**config.mk**
```make
export PLATFORM = sky130hd
export DESIGN_NAME = parity_frame_rx
export DESIGN_NICKNAME = d
export VERILOG_FILES = /design/src/rtl/parity_rx_pkg.sv /design/src/rtl/sync2.sv /design/src/rtl/parity_frame_rx.sv
export SDC_FILE = /design/constraint.sdc
export NUM_CORES = 1
export LEC_CHECK = 0
export CAP_MARGIN = 20
export CORE_UTILIZATION = 54
export CTS_CLUSTER_DIAMETER = 80
export CTS_CLUSTER_SIZE = 12
export DETAILED_ROUTE_END_ITERATION = 8
export GPL_TIMING_DRIVEN = 0
export PLACE_DENSITY = 0.77
export SYNTH_ARGS = -nofsm -noshare
export SYNTH_HDL_FRONTEND = slang
export SYNTH_SLANG_ARGS = --single-unit
```
**constraint.sdc**
```tcl
create_clock -name clk -period 1.5 [get_ports clk]
set_input_delay 0.375 -clock clk [delete_from_list [all_inputs] [get_ports clk]]
set_output_delay 0.375 -clock clk [all_outputs]
set_load 0.01 [all_outputs]
```
**src/rtl/parity_rx_pkg.sv**
```systemverilog
// rtl/parity_rx_pkg.sv - shared types and constants for the parity frame receiver
package parity_rx_pkg;

    localparam int DEF_BIT_CYCLES = 4;

    typedef enum logic [2:0] {
        IDLE,
        START,
        DATA,
        PARITY,
        STOP
    } rx_state_t;

endpackage

```
**src/rtl/sync2.sv**
```systemverilog
// rtl/sync2.sv - two-flop synchronizer for an asynchronous line that idles high
module sync2 (
    input  logic clk,
    input  logic rst,
    input  logic d,
    output logic q
);

    logic s1;

    always_ff @(posedge clk) begin
        if (rst) begin
            s1 <= 1'b1;
            q  <= 1'b1;
        end else begin
            s1 <= d;
            q  <= s1;
        end
    end

endmodule

```
**src/rtl/parity_frame_rx.sv**
```systemverilog
// rtl/parity_frame_rx.sv - deserializes a start/4 data/parity/stop frame for the parity checker
module parity_frame_rx
    import parity_rx_pkg::*;
#(
    parameter int BIT_CYCLES = DEF_BIT_CYCLES
) (
    input  logic clk,
    input  logic rst,
    input  logic sin,
    output logic a,
    output logic b,
    output logic c,
    output logic d,
    output logic p,
    output logic valid,
    output logic ferr,
    output logic busy
);

    localparam int CW = $clog2(BIT_CYCLES);
    localparam logic [CW-1:0] HALF_LOAD = CW'(BIT_CYCLES / 2 - 1);
    localparam logic [CW-1:0] FULL_LOAD = CW'(BIT_CYCLES - 1);

    logic ss;

    rx_state_t     state, state_n;
    logic [CW-1:0] cnt, cnt_n;
    logic [1:0]    idx, idx_n;
    logic [3:0]    shd, shd_n;
    logic          shp, shp_n;
    logic [3:0]    dat_q, dat_n;
    logic          par_q, par_n;
    logic          valid_n, ferr_n;

    sync2 u_sync (
        .clk (clk),
        .rst (rst),
        .d   (sin),
        .q   (ss)
    );

    always_ff @(posedge clk) begin
        if (rst) begin
            state <= IDLE;
            cnt   <= '0;
            idx   <= '0;
            shd   <= '0;
            shp   <= 1'b0;
            dat_q <= '0;
            par_q <= 1'b0;
            valid <= 1'b0;
            ferr  <= 1'b0;
        end else begin
            state <= state_n;
            cnt   <= cnt_n;
            idx   <= idx_n;
            shd   <= shd_n;
            shp   <= shp_n;
            dat_q <= dat_n;
            par_q <= par_n;
            valid <= valid_n;
            ferr  <= ferr_n;
        end
    end

    // Every sampling state counts down to zero, samples mid-bit, then reloads.
    always_comb begin
        state_n = state;
        cnt_n   = cnt;
        idx_n   = idx;
        shd_n   = shd;
        shp_n   = shp;
        dat_n   = dat_q;
        par_n   = par_q;
        valid_n = 1'b0;
        ferr_n  = 1'b0;
        case (state)
            IDLE: begin
                if (!ss) begin
                    state_n = START;
                    cnt_n   = HALF_LOAD;
                end
            end
            START: begin
                if (cnt != '0) begin
                    cnt_n = cnt - 1'b1;
                end else if (!ss) begin
                    state_n = DATA;
                    idx_n   = 2'd0;
                    cnt_n   = FULL_LOAD;
                end else begin
                    state_n = IDLE;
                end
            end
            DATA: begin
                if (cnt != '0) begin
                    cnt_n = cnt - 1'b1;
                end else begin
                    shd_n[idx] = ss;
                    cnt_n      = FULL_LOAD;
                    if (idx == 2'd3) begin
                        state_n = PARITY;
                    end else begin
                        idx_n = idx + 2'd1;
                    end
                end
            end
            PARITY: begin
                if (cnt != '0) begin
                    cnt_n = cnt - 1'b1;
                end else begin
                    shp_n   = ss;
                    cnt_n   = FULL_LOAD;
                    state_n = STOP;
                end
            end
            STOP: begin
                if (cnt != '0) begin
                    cnt_n = cnt - 1'b1;
                end else begin
                    if (ss) begin
                        dat_n   = shd;
                        par_n   = shp;
                        valid_n = 1'b1;
                    end else begin
                        ferr_n = 1'b1;
                    end
                    state_n = IDLE;
                end
            end
            default: state_n = IDLE;
        endcase
    end

    assign a    = dat_q[0];
    assign b    = dat_q[1];
    assign c    = dat_q[2];
    assign d    = dat_q[3];
    assign p    = par_q;
    assign busy = (state != IDLE);

endmodule

```
==> results.toml, run 1 <==
[worst_setup_path]
rr_startpoint = "state[0]"
cp_data_required_time_ns = 1.12
reg2reg_to = "cnt[1]"
r2r_slack_ns = 0.09
worstSetupPathType = "flop to output pin"
end_kind = "output pin"
cp_max_fo = 3
cp.arrival_ns = 1.18
r2r_cells = 5
worstSetupStartpointType = "flop"

[final_layout]
drive_gt1_share_pct = 20.93
insertedDiodeCount = 0
fin_cells = 154
fillers = 141
nets = 138
areaGrowthSynthToFinish_pct = 19.31

[synth]
synth_area_leaders = "dfxtp_1 41%, ha_1 6.2%, a21oi_1 4.4%"
ys_async_sr_fraction_pct = 0
synth_edf_count = 0
avgSynthCellArea_um2 = 9.002
synth_cell_types = 32
yosysWarnings = 0
synth.cell_area_mm2 = 0.001017
synthesis.nets = 121
synth_top_cell_area_share_pct = 41.33
synth_seq_cells = 21
synth_top_flop_cell = "dfxtp_1"
netlist_instances = 113
ys_seq_area_share_pct = 41.33
synthTopCellsByCount = "21 x dfxtp_1, 10 x inv_1, 9 x a21oi_1"
synth_top_cell_by_area = "dfxtp_1"
yosysMostFrequentCell = "dfxtp_1"

[sta]
setup_viol = 1
slew_headroom_pct = 70.38
finalSetupTns_ns = -0.05616
worst_slack_ns = -0.05616
period_needed_ns = 1.556
hold_viol = 0
post-route-period-util_pct = 103.7
slew_viol_final = 0
rsz0062_at_grt = "yes"
fin_hold_ws_ns = 0.4256
tightestPinTransition_ns = 0.4443
max_freq_ghz = 0.6426
clock_skew_ns = 0.005695

[die]
die_h_um = 45.40
fp-row-count = 15
coreArea_mm2 = 0.001745
die_w_um = 45.40
initial_core_util_pct = 58.28
io-pin-count = 11
dieArea_mm2 = 0.002061

[detailed_routing]
post_drt_wl_per_cell_um = 13.56
post-route-drc-count = 0
antenna_left = 0
vias = 864
dr.pass1.iters = 4
drt-initial-drc-count = 28
drt-total-wl_mm = 2.089
viasPerCell = 5.610

[power]
power_frac_clock_pct = 29.7
power_frac_comb_pct = 10.3
switching_power_uw = 246.8
pwr-share-seq_pct = 59.9
leakage_nw = 0.4954
swShare_pct = 25.98
power.internal_uw = 703.2
p_per_area_mw_per_mm2 = 782.8
finalPower_uw = 950.0
ir_drop_mv = 0.5729

[worst_hold_path]
min_to = "u_sync.q"
hold-path-cell-count = 1
hp-class = "flop to flop"
hold_path_startpoint = "u_sync.s1"

[grt]
grt.total_usage_pct = 21.76
grt-ovfl-total = 0
antenna_found_initial = 0
grt_pass1_wl_mm = 3.325
grt_max_degree = 13
grt_pass1_vias = 787

[placed_design]
io_buffer_count = 10
place_inst = 148
dp_hpwl_mm = 1.486
gp_congestion = 0.7610

[clock_tree]
clockRootBuffer = "clkbuf_4"
cts_buffers = 3
clk_pin_slew_worst_paths_ns = 0.13
clockBufferDepth = 2
cts.sinks = 21
cts_tree = "yes"
clock_latency_ns = 0.30
cts_hold_buf = 0
ctsHtreeMaxLevel = 1

[flow_run]
max_cap_violations = 0

[outcome]
outcome = "finished with violations"
violations = "setup timing"
[worst max-delay path by stage]
stage	endpoint	slack, ns	startpoint	depth (start not counted)
after floorplan	state[0]	0.21	cnt[0]	5
after global placement	state[2]	-0.20	rst	4
after detailed placement	state[2]	-0.24	rst	4
after CTS	busy	-0.06	state[2]	2
after global routing	busy	-0.09	state[0]	2
final	busy	-0.06	state[2]	2
[cells in the final DEF (no fill, tap or decap), drive strengths merged]
cell	n
dfxtp	21
inv	10
o21ai	10
buf	10
a21oi	9
nand4	7
dlygate4sd2	7
nand3	6
nor2	5
ha	5
clkbuf	5
nor3b	4
nand2	3
mux2i	3
nor3	3
or2	2
o31ai	2
a211oi	2
clkdlybuf4s50	2
or3	1
or3b	1
o211a	1
and4bb	1
nand4bb	1
nand4b	1
o21a	1
a311oi	1
a2111oi	1
nand2b	1
nor4b	1
and4b	1
clkinv	1
[flip-flops by register name (all words and copies together) (netlist names)]
signal     flops
valid          1
shd            4
cnt            2
ferr           1
u_sync.q       1
idx            2
u_sync.s1      1
shp            1
dat_q          4
state          3
p              1
[layout make-up]
class	instances	area [µm²]	area share (%)
multi-input cells	73	533.0	43.92
flip-flops and latches	21	426.7	35.15
repair buffers	12	107.6	8.866
plain buffers	9	50.05	4.124
inverters	10	37.54	3.093
well taps	25	31.28	2.577
clock buffers	3	22.52	1.856
clock inverters	1	5.005	0.4124
[per-stage QoR]
| stage | instance area, µm² | worst slack (ns) | util, % |
|---|---|---|---|
| floorplan | 1017 | 0.2052 | - |
| global placement | 1149 | -0.1990 | 65.81 |
| detailed placement | 1149 | -0.2367 | 65.81 |
| CTS | 1181 | -0.06037 | 67.67 |
| global route | 1214 | -0.08523 | 69.53 |
| finish | 1214 | -0.05616 | 69.53 |
[routing by layer]
metal  up-vias  global-route usage (%)  part of all wire (%)
met5         -                       0                     0
met4         0                   8.485                   1.4
met3         4                   3.968                   2.5
met2        14                   34.29                    47
met1       412                   29.35                    49
li1        434                       -                     -
[critical path, cell delays in order, from the launching register on]
cell	delay (ns)
dfxtp_2	0.35
or3_4	0.40
buf_6	0.13
[repair_timing]
item,CTS,global route
setup buffers,1,1
resized for setup,15,8
pin swaps,1,1
setup endpoints to repair,8,4
[power groups by stage]
stage / combinational, mW / clock [mW] / sequential (mW)
after global routing: 0.106 / 0.301 / 0.571
after floorplan: 0.0617 / 0 / 0.582
after global placement: 0.0823 / 0 / 0.583
after CTS: 0.0891 / 0.280 / 0.569
final: 0.0982 / 0.282 / 0.569
after detailed placement: 0.0848 / 0 / 0.584
[cell families (layout without fill, tap and decap cells)]
kind of cell | count (synthesis) | count (layout) | share of synthesized area [%]
multiplexers | 3 | 3 | 2.952
adder cells (fa/ha/maj) | 5 | 5 | 6.150
AND/OR/NAND/NOR | 38 | 38 | 24.60
flip-flops | 21 | 21 | 41.33
AO/OA/AOI/OAI | 27 | 27 | 16.85
buffers and inverters | 19 | 35 | 8.119
No activity file was read; power rests on OpenSTA's default activity.
==> run 2, diff against run 1 <==
--- a/config.mk
+++ b/config.mk
@@ -6,12 +6,13 @@
 export NUM_CORES = 1
 export LEC_CHECK = 0
 export CAP_MARGIN = 20
-export CORE_UTILIZATION = 54
+export CORE_ASPECT_RATIO = 0.6
+export CORE_UTILIZATION = 45
 export CTS_CLUSTER_DIAMETER = 80
 export CTS_CLUSTER_SIZE = 12
 export DETAILED_ROUTE_END_ITERATION = 8
 export GPL_TIMING_DRIVEN = 0
-export PLACE_DENSITY = 0.77
+export PLACE_DENSITY = 0.66
 export SYNTH_ARGS = -nofsm -noshare
 export SYNTH_HDL_FRONTEND = slang
 export SYNTH_SLANG_ARGS = --single-unit
==> results.toml, run 2 (synthesized netlist as in run 1, its figures left out) <==
[outcome]
outcome = "finished with violations"
violations = "setup timing"

[clock_tree]
clockRootBuffer = "clkbuf_8"
cts.sinks = 21
clock_latency_ns = 0.26
cts_tree = "yes"
cts_buffers = 3
ctsHtreeMaxLevel = 1
clk_pin_slew_worst_paths_ns = 0.08
clockBufferDepth = 2

[detailed_routing]
drt-initial-drc-count = 30
vias = 857
viasPerCell = 5.494
post_drt_wl_per_cell_um = 13.42
post-route-drc-count = 0
dr.pass1.iters = 4
drt-total-wl_mm = 2.093
antenna_left = 0

[final_layout]
drive_gt1_share_pct = 20.31
nets = 137
final_cell_mix = "18 x dfxtp_1, 10 x inv_1, 9 x a21oi_1, 7 x nand4_1"
layout_commonest_cell = "dfxtp_1"
largestRegisters = "dat_q (4), shd (4), state (3)"
insertedDiodeCount = 0
fin_util_pct = 61.93
areaGrowthSynthToFinish_pct = 20.66

[power]
p_per_area_mw_per_mm2 = 846.4
power_frac_comb_pct = 9.2
finalPower_mw = 1.039
switching_power_uw = 250.6
swShare_pct = 24.12
pwr-share-seq_pct = 54.8
leakage_nw = 0.5063
power_frac_clock_pct = 36.0
ir_drop_mv = 0.5002
power.internal_uw = 788.3

[placed_design]
pre_cts_ws_ns = -0.2125
io_buffer_count = 10
dp_hpwl_mm = 1.536
gp_congestion = 0.7949

[worst_setup_path]
worstSetupPathType = "flop to output pin"
cp_data_required_time_ns = 1.12
end_kind = "output pin"
cp_max_fo = 3
worstSetupStartpointType = "flop"
cp.arrival_ns = 1.13

[die]
die_w_um = 63.38
io-pin-count = 11
fp-row-count = 12
die_h_um = 38.83
coreArea_mm2 = 0.001982
initial_core_util_pct = 51.33
dieArea_mm2 = 0.002461

[grt]
antenna_found_initial = 0
grt-ovfl-total = 0
grt.total_usage_pct = 19.84
grt_max_degree = 13
grt_pass1_vias = 721
grt_pass1_wl_mm = 3.456

[sta]
rsz0062_at_grt = "yes"
slew_headroom_pct = 72.32
tightestPinTransition_ns = 0.4152
slew_viol_final = 0
hold_viol = 0
post-route-period-util_pct = 100.0
finalSetupTns_ns = -0.00002831
clock_skew_ns = 0.001457
period_needed_ns = 1.500
setup_viol = 1
fin_hold_ws_ns = 0.4106
worst_slack_ns = -0.00002831
max_freq_ghz = 0.6667

[worst_hold_path]
hp-class = "flop to flop"

[flow_run]
max_cap_violations = 0
## run 2: cell count changes in the layout (fill, tap and decap cells not counted), moves of 2 or more
| cell | previous run | this run |
|---|---|---|
| buf_4 | 5 | 3 |
| clkbuf_4 | 3 | 1 |
| clkbuf_8 | 0 | 3 |
| dlygate4sd2_1 | 7 | 5 |
| nor3b_2 | 2 | 0 |
## run 2: power groups by stage
stage | Combinational [mW] | Clock [mW] | Sequential (mW)
5_1_grt | 0.106 | 0.408 | 0.570
3_3_place_gp | 0.0843 | 0 | 0.584
2_1_floorplan | 0.0617 | 0 | 0.582
3_5_place_dp | 0.0855 | 0 | 0.584
6_report | 0.0959 | 0.374 | 0.569
4_1_cts | 0.0898 | 0.384 | 0.569
## run 2: through the flow
step | instance area (µm²) | instances
floorplan | 1017 | 113
global placement | 1152 | 151
detailed placement | 1152 | 151
CTS | 1207 | 156
global route | 1227 | 156
finish | 1227 | 156
## run 2: final timing paths
kind                                 from  slack (ns)       end  cells after the start
worst min register to register  u_sync.s1        0.41  u_sync.q                      1
worst max register to register     cnt[0]        0.11    cnt[0]                      6
worst max-delay path             state[2]    -0.00003      busy                      2
worst min-delay path            u_sync.s1        0.41  u_sync.q                      1
## run 2: final cells by class
cell class | count | area (µm²)
plain buffers | 9 | 51.30
clock buffers | 3 | 41.29
clock inverters | 1 | 5.005
fillers | 182 | 754.5
inverters | 10 | 37.54
multi-input cells | 73 | 525.5
flip-flops and latches | 21 | 426.7
well taps | 28 | 35.03
repair buffers | 11 | 105.1
## run 2: routing by layer
layer	up-vias	routed length, µm	GRT usage [%]
met5	-	0	0
met4	0	41	10.23
met3	5	60	6.176
met2	9	853	30.59
met1	407	1138	25.31
li1	436	-	-
## run 2: repair_timing
item	CTS	global route
cloned	0	0
hold endpoints to repair	0	0
hold buffers	0	0
gates resized for setup	14	8
setup buffers	1	0
setup endpoints to repair	6	15
pin swaps	1	1
## run 2: critical path, stage by stage, from the launching register on
cell	delay, ns
dfxtp_2	0.33
or3_4	0.40
buf_6	0.13
==> run 3, diff against run 2 <==
--- a/config.mk
+++ b/config.mk
@@ -12,6 +12,7 @@
 export CTS_CLUSTER_SIZE = 12
 export DETAILED_ROUTE_END_ITERATION = 8
 export GPL_TIMING_DRIVEN = 0
+export MAX_ROUTING_LAYER = met4
 export PLACE_DENSITY = 0.66
 export SYNTH_ARGS = -nofsm -noshare
 export SYNTH_HDL_FRONTEND = slang
==> results of run 3 <==
The final DEF is identical to that of run 2; final timing and power are the same.
Main changes from that run: final weighted congestion in routability-driven placement 0.7949 -> 0.8062; overall routing resource usage 19.84% -> 20.38%
